===== src/rtl/mmcm_drp_reconfig.sv =====
// DRP read-modify-write sequencer for a running MMCME2_ADV: holds the MMCM in reset
// while a host-supplied command stream is applied, then releases it and waits for lock.
module mmcm_drp_reconfig #(
    parameter int DRDY_TIMEOUT = 64,
    parameter int LOCK_TIMEOUT = 100000
) (
    input  logic        clk_in,
    input  logic        rst,
    input  logic        cmd_valid,
    output logic        cmd_ready,
    input  logic [6:0]  cmd_addr,
    input  logic [15:0] cmd_data,
    input  logic [15:0] cmd_mask,
    input  logic        cmd_last,
    output logic        busy,
    output logic        done,
    output logic [1:0]  err,
    output logic        mmcm_rst,
    output logic [6:0]  daddr,
    output logic        den,
    output logic        dwe,
    output logic [15:0] di,
    input  logic [15:0] drp_do,
    input  logic        drdy,
    input  logic        locked
);

    localparam int TMAX = (LOCK_TIMEOUT > DRDY_TIMEOUT) ? LOCK_TIMEOUT : DRDY_TIMEOUT;
    localparam int TW   = $clog2(TMAX + 1);
    localparam logic [TW-1:0] DRDY_LAST = TW'(DRDY_TIMEOUT - 1);
    localparam logic [TW-1:0] LOCK_LAST = TW'(LOCK_TIMEOUT - 1);
    localparam logic [TW-1:0] TIMER_SAT = '1;

    localparam logic [1:0] ERR_OK   = 2'b00;
    localparam logic [1:0] ERR_DRDY = 2'b01;
    localparam logic [1:0] ERR_LOCK = 2'b10;

    typedef enum logic [3:0] {
        S_IDLE, S_RD, S_WAIT_R, S_WR, S_WAIT_W,
        S_NEXT, S_REL, S_WAIT_L, S_FAIL, S_DONE
    } state_t;

    state_t        state_reg;
    logic [TW-1:0] timer_reg;
    logic [1:0]    lock_sync_reg;
    logic [15:0]   data_reg;
    logic [15:0]   mask_reg;
    logic          last_reg;
    logic          accept;

    assign accept = cmd_valid & cmd_ready;

    always_ff @(posedge clk_in or posedge rst) begin
        if (rst) begin
            state_reg     <= S_IDLE;
            timer_reg     <= '0;
            lock_sync_reg <= 2'b00;
            data_reg      <= '0;
            mask_reg      <= '0;
            last_reg      <= 1'b0;
            cmd_ready     <= 1'b1;
            busy          <= 1'b0;
            done          <= 1'b0;
            err           <= ERR_OK;
            mmcm_rst      <= 1'b0;
            daddr         <= '0;
            den           <= 1'b0;
            dwe           <= 1'b0;
            di            <= '0;
        end else begin
            lock_sync_reg <= {lock_sync_reg[0], locked};
            done          <= 1'b0;
            den           <= 1'b0;
            dwe           <= 1'b0;

            case (state_reg)
                S_IDLE, S_NEXT: begin
                    if (accept) begin
                        daddr     <= cmd_addr;
                        data_reg  <= cmd_data;
                        mask_reg  <= cmd_mask;
                        last_reg  <= cmd_last;
                        err       <= ERR_OK;
                        cmd_ready <= 1'b0;
                        busy      <= 1'b1;
                        mmcm_rst  <= 1'b1;
                        den       <= 1'b1;
                        state_reg <= S_RD;
                    end
                end
                S_RD: begin
                    timer_reg <= '0;
                    state_reg <= S_WAIT_R;
                end
                S_WAIT_R: begin
                    if (drdy) begin
                        // Masked merge: mask bit 1 keeps the bit just read back.
                        di        <= (drp_do & mask_reg) | (data_reg & ~mask_reg);
                        den       <= 1'b1;
                        dwe       <= 1'b1;
                        state_reg <= S_WR;
                    end else if (timer_reg == DRDY_LAST) begin
                        err       <= ERR_DRDY;
                        mmcm_rst  <= 1'b0;
                        state_reg <= S_FAIL;
                    end else if (timer_reg != TIMER_SAT) begin
                        timer_reg <= timer_reg + TW'(1);
                    end
                end
                S_WR: begin
                    timer_reg <= '0;
                    state_reg <= S_WAIT_W;
                end
                S_WAIT_W: begin
                    if (drdy) begin
                        if (last_reg) begin
                            mmcm_rst  <= 1'b0;
                            state_reg <= S_REL;
                        end else begin
                            cmd_ready <= 1'b1;
                            state_reg <= S_NEXT;
                        end
                    end else if (timer_reg == DRDY_LAST) begin
                        err       <= ERR_DRDY;
                        mmcm_rst  <= 1'b0;
                        state_reg <= S_FAIL;
                    end else if (timer_reg != TIMER_SAT) begin
                        timer_reg <= timer_reg + TW'(1);
                    end
                end
                S_REL: begin
                    timer_reg <= '0;
                    state_reg <= S_WAIT_L;
                end
                S_WAIT_L: begin
                    if (lock_sync_reg[1]) begin
                        done      <= 1'b1;
                        state_reg <= S_DONE;
                    end else if (timer_reg == LOCK_LAST) begin
                        err       <= ERR_LOCK;
                        done      <= 1'b1;
                        state_reg <= S_DONE;
                    end else if (timer_reg != TIMER_SAT) begin
                        timer_reg <= timer_reg + TW'(1);
                    end
                end
                S_FAIL: begin
                    // MMCM is already out of reset here and tries to lock on the partial config.
                    done      <= 1'b1;
                    state_reg <= S_DONE;
                end
                S_DONE: begin
                    busy      <= 1'b0;
                    cmd_ready <= 1'b1;
                    state_reg <= S_IDLE;
                end
                default: begin
                    state_reg <= S_IDLE;
                end
            endcase
        end
    end

endmodule


===== config.mk =====
export PLATFORM = sky130hd
export DESIGN_NAME = mmcm_drp_reconfig
export DESIGN_NICKNAME = d
export VERILOG_FILES = /design/src/rtl/mmcm_drp_reconfig.sv
export SDC_FILE = /design/constraint.sdc
export NUM_CORES = 1
export LEC_CHECK = 0
export CAP_MARGIN = 30
export CORE_MARGIN = 2
export CORE_UTILIZATION = 35
export CTS_BUF_LIST = sky130_fd_sc_hd__clkbuf_16
export DETAILED_ROUTE_END_ITERATION = 16
export PLACE_DENSITY = 0.57
export SLEW_MARGIN = 30
export SYNTH_ARGS = -nofsm -noshare
export SYNTH_HDL_FRONTEND = slang
export SYNTH_SLANG_ARGS = --single-unit

===== constraint.sdc =====
create_clock -name clk_in -period 4 [get_ports clk_in]
set_clock_uncertainty 0.05 [all_clocks]
set_input_delay 0.6 -clock clk_in [delete_from_list [all_inputs] [get_ports clk_in]]
set_output_delay 0.6 -clock clk_in [all_outputs]
set_load 0.1 [all_outputs]

After elaboration in Yosys (flattened, before gate mapping)

Cells that the tools add are included.
W data, S select, Z words.

Register bits after elaboration: 87
Logic and storage cells: 100

$add $sub $neg: 1
Bitwise gates (word level): 5
Equal/unequal tests: 24
Reduce and logical (&&, ||, !) cells: 17
Muxes and demuxes: 38

Operator list:

| operator                | number |
|---|---|
| $mux W17                | 5 |
| $pmux W17 S3            | 1 |
| $and A16 B16 Y16        | 2 |
| $pmux W4 S8             | 1 |
| $mux W4                 | 6 |
| $ne A2 B2 Y1 const B    | 9 |
| $add A17 B1 Y17 const B | 1 |
| $eq A17 B17 Y1 const B  | 1 |
| $eq A17 B6 Y1 const B   | 1 |
| $ne A17 B17 Y1 const B  | 1 |
| $eq A4 B3 Y1 const B    | 4 |
| $not A16 Y16            | 1 |
| $or A16 B16 Y16         | 1 |
| $mux W1                 | 13 |
| $mux W2                 | 6 |
| $reduce_bool A3 Y1      | 4 |
| $eq A4 B2 Y1 const B    | 2 |
| $eq A4 B4 Y1 const B    | 2 |
| $reduce_and A2 Y1       | 4 |
| $reduce_and A4 Y1       | 2 |
| $ne A3 B3 Y1 const B    | 2 |
| $pmux W1 S2             | 3 |
| $pmux W1 S3             | 2 |
| $pmux W2 S3             | 1 |
| other kinds (9)         | 10 |

Longest topological paths before layout

Depth after elaboration: 5
Gate-level depth with buffers: 13
Gate-level depth less buffers: 11

Worst setup path after synthesis

Ideal clock, no wire load.

Path type: reg-to-reg
Start: register timer_reg[0]
End: register timer_reg[6]
Clock period less this slack: 2,783 ps
Path slack: 1,217 ps
Required time: 3,872 ps
Data arrival time: 2,655 ps
Stages on the path, launching flop included: 13
Path through: dfrtp_1 ha_1 nand4_1 nor2_1 nand2_1 nor4_1 ha_1 nor2b_1 o211a_2 a211o_4 buf_8 or4_1 a21oi_1

Longest elaborated chain between the ends: 5
Elaborated cells between the ends (all ways): 13
Classes of those cells: 1 x add/sub; 5 x eq/ne; 6 x mux; 1 x reduce/logical

RTL lines:

| element                                                  | RTL line      | text |
|---|---|---|
| start, declared                                          | 44            | `logic [TW-1:0] timer_reg;` |
| start signal, assigned                                   | 107           | `timer_reg <= timer_reg + TW'(1);` |
| start signal, assigned                                   | 128           | `timer_reg <= timer_reg + TW'(1);` |
| start signal, assigned                                   | 144           | `timer_reg <= timer_reg + TW'(1);` |
| $add A17 B1 Y17 / $ne A17 B17 Y1 (equally long branches) | -             |  |
| $mux W17                                                 | 106, 127, 143 |  |
| $mux W17 (on tied branches)                              | 139, 102      |  |
| $mux W17 (on tied branches)                              | 136, 96       |  |
| $pmux W17 S3                                             | 76            | `case (state_reg)` |

Parallel ways exist; a longest one is shown, timed or not. The select of a mux whose other input is x is not followed.
A chain may end at the register's enable or synchronous reset.

Worst setup path in the final report

Start: register timer_reg[0]
End: register timer_reg[5]

The elaborated chain is that of the path after synthesis.

==> flow_summary_export.csv <==
group,metric,value,unit
die,dieHeight,112,um
synth,synth-edff-count,0,
sta,fin_crit,3.07,ns
cells_and_area,areaGrowthSynthToFinish,32.3,%
sta,hold_ws,0.304,ns
setup_path,max_stage_delay,0.55,ns
placement,dpl.hpwl,6960,um
synth,synth.top_cell.area_share,0.527,
setup_path,rrSetupSlack,0.93,ns
detailed_routing,wl,9690,um
clock_network,clk_path_buf_depth,2,
setup_path,r2r_start,"timer_reg[0]$_DFFE_PP0P_",
clock_network,cts_setup_buffers,0,
setup_path,slowest_stage,"or4_1",
detailed_routing,first_iter_violations,231,
grt,grt_first_pass_wirelength,16400,um
grt,grt_usage,0.162,
grt,use_met3,0.0605,
sta,slew_headroom,0.318,
cells_and_area,largest_reg_flops,17,
placement,gp_congestion,0.895,
die,initial_core_util,0.358,
detailed_routing,ant_nets,0,
setup_path,startpoint_type,"flop",
setup_path,critPathMaxFanout,27,
detailed_routing,route.vias.total,3136,
clock_network,hold_buffers,0,
placement,dp.cells,587,
run,max_cap_viol_count,0,
synth,yosysSeqAreaShare,0.533,
cells_and_area,seq_area,0.00218,mm2
placement,dp_slack,0.930,ns
power_and_ir_drop,irDropWorstVdd,620,uV
min_path,min_to,"lock_sync_reg[1]$_DFF_PP0_",
synth,yosys.area.top_type,"dfrtp_1",
synth,syn_area,0.00409,mm2
min_path,holdPathStages,0,
grt,antenna_found_initial,0,
grt,grtUsageMet1,0.210,
min_path,min-delay-start,"lock_sync_reg[0]$_DFF_PP0_",
synth,ys_top_cells_by_area,"dfrtp_1 53%, mux2_2 11%, mux2i_1 4.4%",
cells_and_area,layout.cells.non_filler,603,
setup_path,cp_common_cell,"ha_1",
cells_and_area,fin_area,0.00540,mm2
setup_path,critical_path_class,"flop to flop",
grt,grt_pass1_vias,3256,
grt,grt_use_met2,0.253,
synth,yosysUniqueCellTypes,51,
clock_network,cts_max_level,3,
clock_network,clkLatencyLatePin,0.33,ns
die,row_count,39,
clock_network,numCtsBuffers,9,
synth,yosys_register_bits,87,
cells_and_area,drive_gt1_frac,0.152,
clock_network,cts_resized,0,
cells_and_area,fillers,1091,
setup_path,endpoint_kind,"flop",
placement,placed_area,0.00512,mm2
setup_path,cp_cell_sequence,"ha_1, nand4_1, nor2_1, nand2_1, nor4_1, ha_1, nor2b_1, o211a_2, a211o_4, or4_1, mux2i_1",
cells_and_area,final_nets,518,
die,ios,92,
status,status,"complete, no violations",
synth,syn-num-nets,429,
power_and_ir_drop,cellPowerDensity,833,mW/mm2
die,die_x,112,um
synth,postSynthCellCount,366,
cells_and_area,diodes,0,
cells_and_area,multi_input_area,0.00180,mm2
synth,avgSynthCellArea,11.2,um2
synth,yosys_warnings,0,
sta,slew_viol_final,0,
min_path,hold_class,"flop to flop",
sta,tightest_slew,1.02,ns
detailed_routing,vias_per_cell,5.20,
power_and_ir_drop,p_leak,2.23,nW
die,core_area,0.0114,mm2
detailed_routing,wl_per_cell,16.1,um
die,die-area,0.0126,mm2
synth,postSynth.asyncResetShare,1.00,
synth,synth_common_cells,"86 x dfrtp_1, 40 x mux2_2, 39 x nand2_1",
grt,grt.overflow.total,0,
sta,setup_ws,0.926,ns
detailed_routing,first_pass_iters,4,
grt,grt_max_degree,52,
clock_network,tritoncts,"yes",
clock_network,cts_num_sinks,87,
sta,fmax,0.325,GHz
setup_path,cp.arrival,3.25,ns
sta,rsz0062_at_grt,"false",
detailed_routing,drc,0,
synth,yosysMostFrequentCell,"dfrtp_1",
setup_path,r2r_cells,11,
synth,synthFlopType,"dfrtp_1",
grt,top_usage_layer,"met2",
sta,fin_crit_sh,0.768,
setup_path,r2r_end,"timer_reg[5]$_DFFE_PP0P_",
placement,port_buffers,91,
setup_path,required,4.17,ns
sta,setup_tns,0,ns
clock_network,clockRootBuffer,"clkbuf_16",
sta,finalSetupViolCount,0,
clock_network,clk_pin_slew,0.06,ns
sta,hold_viol_final,0,
routing by layer:
metal / part of all wire / vias up
met1: 0.44 / 1516
met5: 0 / -
met2: 0.47 / 79
met4: 0.016 / 0
met3: 0.069 / 13
li1: - / 1528
metrics by stage:
step	total power [mW]	util
6_report	4.50	0.473
5_1_grt	4.77	0.473
4_1_cts	4.55	0.473
3_5_place_dp	3.72	0.448
3_3_place_gp	3.68	0.448
2_1_floorplan	3.22	-
where the power goes:
group | internal, mW | switching [mW]
Combinational | 0.716 | 1.51
Clock | 0.476 | 0.338
Sequential | 1.22 | 0.243
Total | 2.41 | 2.09
cells by family after synthesis:
family | share of synthesized area
and+or+nand+nor | 0.149
AOI/OAI and AO/OA | 0.125
adders and majority gates | 0.00612
DFF | 0.533
muxes | 0.154
xor gates and xnor gates | 0.00214
buffers and inverters | 0.0297
layout make-up:
type	instances	share of cell area
inverters	8	0.00602
repair buffers	94	0.172
clock inverters	7	0.0111
flip-flops and latches	87	0.403
well taps	143	0.0331
multi-input cells	255	0.333
clock buffers	9	0.0417
layout by cell type, fill, tap and decap left out, types with 3 or more instances in the layout:
master,Yosys,routed
a21oi_1,18,17
buf_4,0,3
clkbuf_16,0,9
clkdlybuf4s50_1,0,90
dfrtp_1,86,86
inv_1,8,10
mux2_2,40,40
mux2i_1,18,18
nand2_1,39,38
nand2b_1,6,6
nand3_1,13,13
nand4_1,5,5
nor2_1,11,10
nor2b_1,3,3
nor3_1,5,5
nor4_1,3,3
o21ai_0,26,26
o21ai_1,5,5
o31ai_1,9,9
o41ai_1,3,3
or2_2,3,3
or3_1,4,4
or4_1,10,10
critical path, delay by kind of cell, from the launching register on:
kind	cells	cell delay, ns
compound gates	2	0.69
fa+ha+maj	2	0.43
simple gates	6	1.22
flops	1	0.42
mux	1	0.13
how the worst max path moves through the flow:
stage | slack [ns] | endpoint | startpoint | cells past startpoint
floorplan | 1.10 | busy$_DFFE_PP0P_ | rst | 1
global placement | 1.03 | timer_reg[5]$_DFFE_PP0P_ | timer_reg[0]$_DFFE_PP0P_ | 11
detailed placement | 0.93 | timer_reg[5]$_DFFE_PP0P_ | timer_reg[0]$_DFFE_PP0P_ | 11
CTS | 0.91 | timer_reg[5]$_DFFE_PP0P_ | timer_reg[0]$_DFFE_PP0P_ | 11
global route | 0.73 | timer_reg[5]$_DFFE_PP0P_ | timer_reg[0]$_DFFE_PP0P_ | 11
finish | 0.93 | timer_reg[5]$_DFFE_PP0P_ | timer_reg[0]$_DFFE_PP0P_ | 11
(Power assumes the default switching activity.)
